$ cat src/rtl/ps2_tx.sv
// Host-to-device PS/2 transmitter: request-to-send, device-clocked frame, ACK check.
// Open-drain style: *_oe=1 pulls the pad low, 0 releases it to the pull-up.
module ps2_tx #(
    parameter int RTS_CYCLES     = 5000,
    parameter int FILTER_LEN     = 8,
    parameter int TIMEOUT_CYCLES = 750000
) (
    input  logic       clk,
    input  logic       reset,
    input  logic       wr_ps2,
    input  logic [7:0] din,
    input  logic       ps2c_in,
    input  logic       ps2d_in,
    output logic       ps2c_oe,
    output logic       ps2d_oe,
    output logic       tx_idle,
    output logic       tx_done_tick,
    output logic       ack_err,
    output logic       timeout_err
);

    localparam int RW = $clog2(RTS_CYCLES + 1);
    localparam int TW = $clog2(TIMEOUT_CYCLES + 1);

    typedef enum logic [2:0] {
        IDLE,
        RTS,
        START,
        DATA,
        STOP
    } state_t;

    state_t                  state_q;
    logic                    d_meta_q, d_sync_q;
    logic [FILTER_LEN-1:0]   c_sh_q;
    logic                    c_filt_q, c_filt_d;
    logic                    fall_tick;
    logic [8:0]              sr_q;
    logic [3:0]              n_q;
    logic [RW-1:0]           rts_q;
    logic [TW-1:0]           tmo_q;
    logic                    c_oe_q, d_oe_q, idle_q, done_q, ack_q, to_q;
    logic                    active;
    logic                    tmo_hit;

    always_ff @(posedge clk or posedge reset) begin
        if (reset) begin
            d_meta_q <= 1'b1;
            d_sync_q <= 1'b1;
            c_sh_q   <= '1;
            c_filt_q <= 1'b1;
        end else begin
            d_meta_q <= ps2d_in;
            d_sync_q <= d_meta_q;
            c_sh_q   <= {c_sh_q[FILTER_LEN-2:0], ps2c_in};
            c_filt_q <= c_filt_d;
        end
    end

    // Filtered clock only moves on a unanimous window, otherwise it holds.
    always_comb begin
        c_filt_d = c_filt_q;
        if (&c_sh_q)
            c_filt_d = 1'b1;
        else if (~|c_sh_q)
            c_filt_d = 1'b0;
    end

    assign fall_tick = c_filt_q & ~c_filt_d;
    assign active    = (state_q == START) || (state_q == DATA) || (state_q == STOP);
    assign tmo_hit   = active && !fall_tick && (tmo_q == '0);

    always_ff @(posedge clk or posedge reset) begin
        if (reset) begin
            state_q <= IDLE;
            sr_q    <= '0;
            n_q     <= '0;
            rts_q   <= '0;
            tmo_q   <= '0;
            c_oe_q  <= 1'b0;
            d_oe_q  <= 1'b0;
            idle_q  <= 1'b1;
            done_q  <= 1'b0;
            ack_q   <= 1'b0;
            to_q    <= 1'b0;
        end else begin
            done_q <= 1'b0;
            if (active) begin
                if (fall_tick)
                    tmo_q <= TW'(TIMEOUT_CYCLES - 1);
                else if (tmo_q != '0)
                    tmo_q <= tmo_q - TW'(1);
            end
            if (tmo_hit) begin
                c_oe_q  <= 1'b0;
                d_oe_q  <= 1'b0;
                idle_q  <= 1'b1;
                done_q  <= 1'b1;
                ack_q   <= 1'b0;
                to_q    <= 1'b1;
                state_q <= IDLE;
            end else begin
                unique case (state_q)
                    IDLE: begin
                        if (wr_ps2) begin
                            sr_q    <= {~^din, din};
                            rts_q   <= RW'(RTS_CYCLES - 1);
                            c_oe_q  <= 1'b1;
                            d_oe_q  <= 1'b0;
                            idle_q  <= 1'b0;
                            ack_q   <= 1'b0;
                            to_q    <= 1'b0;
                            state_q <= RTS;
                        end
                    end
                    RTS: begin
                        if (rts_q == '0) begin
                            c_oe_q  <= 1'b0;
                            d_oe_q  <= 1'b1;
                            tmo_q   <= TW'(TIMEOUT_CYCLES - 1);
                            state_q <= START;
                        end else begin
                            rts_q <= rts_q - RW'(1);
                        end
                    end
                    START: begin
                        if (fall_tick) begin
                            n_q     <= '0;
                            d_oe_q  <= ~sr_q[0];
                            state_q <= DATA;
                        end
                    end
                    DATA: begin
                        if (fall_tick) begin
                            if (n_q == 4'd8) begin
                                d_oe_q  <= 1'b0;
                                state_q <= STOP;
                            end else begin
                                sr_q   <= sr_q >> 1;
                                n_q    <= n_q + 4'd1;
                                d_oe_q <= ~sr_q[1];
                            end
                        end
                    end
                    STOP: begin
                        if (fall_tick) begin
                            ack_q   <= d_sync_q;
                            done_q  <= 1'b1;
                            idle_q  <= 1'b1;
                            state_q <= IDLE;
                        end
                    end
                    default: state_q <= IDLE;
                endcase
            end
        end
    end

    assign ps2c_oe      = c_oe_q;
    assign ps2d_oe      = d_oe_q;
    assign tx_idle      = idle_q;
    assign tx_done_tick = done_q;
    assign ack_err      = ack_q;
    assign timeout_err  = to_q;

endmodule

$ cat config.mk
export PLATFORM = sky130hd
export DESIGN_NAME = ps2_tx
export DESIGN_NICKNAME = d
export VERILOG_FILES = /design/src/rtl/ps2_tx.sv
export SDC_FILE = /design/constraint.sdc
export NUM_CORES = 1
export LEC_CHECK = 0
export ABC_AREA = 1
export BUFFER_PORTS_ARGS = -buffer_cell sky130_fd_sc_hd__buf_2
export CAP_MARGIN = 20
export CORE_ASPECT_RATIO = 1.75
export CORE_MARGIN = 10
export CORE_UTILIZATION = 25
export DETAILED_ROUTE_END_ITERATION = 8
export PLACE_DENSITY = 0.39
export SLEW_MARGIN = 25
export SYNTH_ARGS = -nofsm -noshare
export SYNTH_HDL_FRONTEND = slang
export SYNTH_SLANG_ARGS = --single-unit
export TNS_END_PERCENT = 1
$ cat constraint.sdc
create_clock -name clk -period 3.2 [get_ports clk]
set_input_delay 0.64 -clock clk [delete_from_list [all_inputs] [get_ports clk]]
set_output_delay 0.64 -clock clk [all_outputs]
set_load 0.02 [all_outputs]
==> results.md <==
- Layout area overhead: 16.8%
- Layout fillers: 1,574
- CTS H-tree lvls: 3
- Ys flop type: dfrtp_1
- Post-Syn Instances: 465
- Top cell type by total area after synthesis: dfrtp_1
- Fin. Hold Viols: 0
- Critical Path Slowest Stage Cell: nand2_1
- Post-Layout Inst Area: 0.00434 mm²
- Die area: 0.0203 mm²
- Tot GR Track Use: 0.0953
- CTS sink count: 66
- Hold-fix buffers, CTS: 0
- Clock skew: 0.00681 ns
- Critical Path RT: 3.41 ns
- Status: completed
- VDD IR max: 393 µV
- Core Rows: 58
- Final Max Tran Viols: 0
- Detail Placement HPWL: 7170 µm
- Vias in the first global route: 3,189
- Initial antenna violation count: 0
- Post-Syn Area: 0.00372 mm²
- CP endpoint kind: flip-flop
- Slew @ Worst Pin: 0.702 ns
- Internal power: 2.26 mW
- Synth cell types: 40
- Largest net degree at the start of global routing: 36
- Antenna-violating nets left: 0
- CTS Buffer Depth: 2
- CP max stage delay: 0.38 ns
- Worst Path Max Fanout: 11
- Inst Count DP: 661
- Final setup viols: 0
- TritonCTS Buffers: 9
- Tmin final: 2.21 ns
- Buf/Inv on CP: 2
- Synth top area share: 0.364
- Critical Path Most Common Cell: nand2_1
- Combinational share of power: 0.417
- Max-slew headroom: 0.531
- Nets: 510
- EDFF count, synth: 0
- Sw Pwr: 1.75 mW
- DRT Pass-1 Iters: 4
- Post-synthesis area per instance: 7.99 µm²
- Layout cells sized above 1: 0.189
- Final cell count without fillers: 677
- Diodes inserted: 0
- Worst hold slack: 0.362 ns
- Switching Share: 0.436
- Clock power frac: 0.258
- #FFs+latches synth: 66
- GP Congestion: 0.830
- TritonCTS clock tree: done
- Fin crit share: 0.692
- Drt wl/cell: 13.8 µm
- Setup crit start kind: flip-flop
- Cell Area, Placed: 0.00403 mm²
- Drt drc: 0
- Multi-input gate area: 0.00178 mm²
- Ranking of synthesized cells by area: dfrtp_1 36%, nand2_1 12%, dfstp_2 8.5%
- CP top delay family: simple AND/OR/NAND/NOR gates
- Post-CTS setup buffer count: 0
- Yosys warnings: 0
- # resized after CTS: 0
- Die width: 112 µm
- Initial Util: 0.256
- Setup Total Neg Slack: 0 ns
- Maximum clock rate: 452 MHz
- RSZ-0062 raised after global routing: no
- IO Count: 19
- CTS root buf: clkbuf_16
- Core Region: 0.0145 mm²
- Via density per instance: 4.49
- Critical path cell sequence: inv_1 -> ha_1 -> nand2_1 -> nor2_1 -> nand2_1 -> nand2_2 -> nand2_1 -> nand2_1 -> inv_1 -> nand2_1 -> xor2_1 -> nor2_1
- Register area share after synthesis: 0.448
- Critical path class: reg2reg
- Power per cell area: 925 mW/mm²
- Clock latency on the worst-skew pair: 0.34 ns
- Max cap viols: 0
- Class of the worst hold path: reg2reg
- Sequential cell area: 0.00167 mm²
- Post-synth ARST share: 1.00
- Syn_nets: 483
- First-pass GRT wire length: 15,600 µm
- Chip Height: 181 µm
- Seq pwr share: 0.324
- CP arrival: 2.42 ns
- Worst-path clk slew: 0.06 ns
- Global route overflow: 0
- DR iter-0 viols: 80
- LEAKAGE: 2.01 nW
- Total Routed Length: 9350 µm
- Via count: 3,037
- Number of port buffers: 18
[cells in the mapped netlist (all sizes together) (4+ instances only)]
| cell type | number |
|---|---|
| xnor2 | 5 |
| xor2 | 12 |
| nand3b | 4 |
| nand4 | 4 |
| o21ai | 38 |
| nand2 | 120 |
| inv | 62 |
| o211ai | 4 |
| nor3 | 8 |
| dfrtp | 54 |
| buf | 4 |
| ha | 5 |
| a21oi | 14 |
| nor2 | 69 |
| nand3 | 33 |
| dfstp | 12 |
| mux2i | 7 |
[cell usage in the layout, fill, tap and decap left out, types with 12 or more instances in the layout]
cell,n
nor2_1,56
nand3_1,31
inv_1,52
dfrtp_1,54
nand2_1,115
o21ai_0,21
buf_2,18
xor2_1,12
a21oi_1,14
dfstp_2,12
[cells by family after synthesis]
| logic type | count (synthesis) | share of synthesized area |
|---|---|---|
| flip-flops | 66 | 0.448 |
| buffers and inverters | 66 | 0.0727 |
| AO/OA/AOI/OAI | 63 | 0.104 |
| XOR/XNOR | 17 | 0.0401 |
| AND/OR/NAND/NOR | 241 | 0.299 |
| multiplexers | 7 | 0.0188 |
| adder cells (fa/ha/maj) | 5 | 0.0168 |
[metal layers]
metal | wire (µm) | share of wire | up-vias | track usage
met5 | 0 | 0 | - | 0
met2 | 5240 | 0.56 | 35 | 0.177
met4 | 196 | 0.021 | 0 | 0.0464
met3 | 208 | 0.022 | 15 | 0.0182
li1 | - | - | 1547 | -
met1 | 3700 | 0.40 | 1440 | 0.0983
[final cells by class]
cell class              instances  share of cell area
clock inverters                 5             0.00922
multi-input cells             333               0.410
repair buffers                 20              0.0271
flip-flops and latches         66               0.384
well taps                     180              0.0519
clock buffers                  11              0.0634
inverters                      62              0.0547
[power groups by stage]
stage	sequential, mW	clock (mW)	combinational (mW)
6_report	1.30	1.04	1.67
5_1_grt	1.34	1.11	1.92
4_1_cts	1.30	1.07	1.71
3_5_place_dp	1.32	0	1.71
3_3_place_gp	1.32	0	1.70
2_1_floorplan	1.26	0	1.38
[state kept, by name, summed over array words and instances (netlist names)]
signal,cells
ack_err,1
ps2c_oe,1
tx_done_tick,1
c_filt_q,1
state_q,3
c_sh_q,8
tx_idle,1
ps2d_oe,1
n_q,4
tmo_q,20
rts_q,13
d_meta_q,1
d_sync_q,1
sr_q,9
timeout_err,1
[stage by stage]
stage               setup WS, ns  utilization  power (mW)
floorplan                  0.925            -        2.64
global placement            1.04        0.278        3.02
detailed placement         0.998        0.278        3.02
CTS                        0.980        0.299        4.09
global route               0.782        0.299        4.36
finish                     0.986        0.299        4.02
[worst paths after layout]
kind                                      startpoint                   end  slack (ns)  depth (start not counted)
worst max-delay path            rts_q[0]$_DFFE_PP0P_  rts_q[6]$_DFFE_PP0P_        0.99                         12
worst min-delay path              d_meta_q$_DFF_PP1_    d_sync_q$_DFF_PP1_        0.36                          0
worst max register to register  rts_q[0]$_DFFE_PP0P_  rts_q[6]$_DFFE_PP0P_        0.99                         12
worst min register to register    d_meta_q$_DFF_PP1_    d_sync_q$_DFF_PP1_        0.36                          0
max in group asynchronous                      reset   tmo_q[12]$_DFF_PP0_        2.14                          3
min in group asynchronous                      reset   sr_q[7]$_DFFE_PP0P_        0.41                          2
Power figures use the tool's default switching activity.
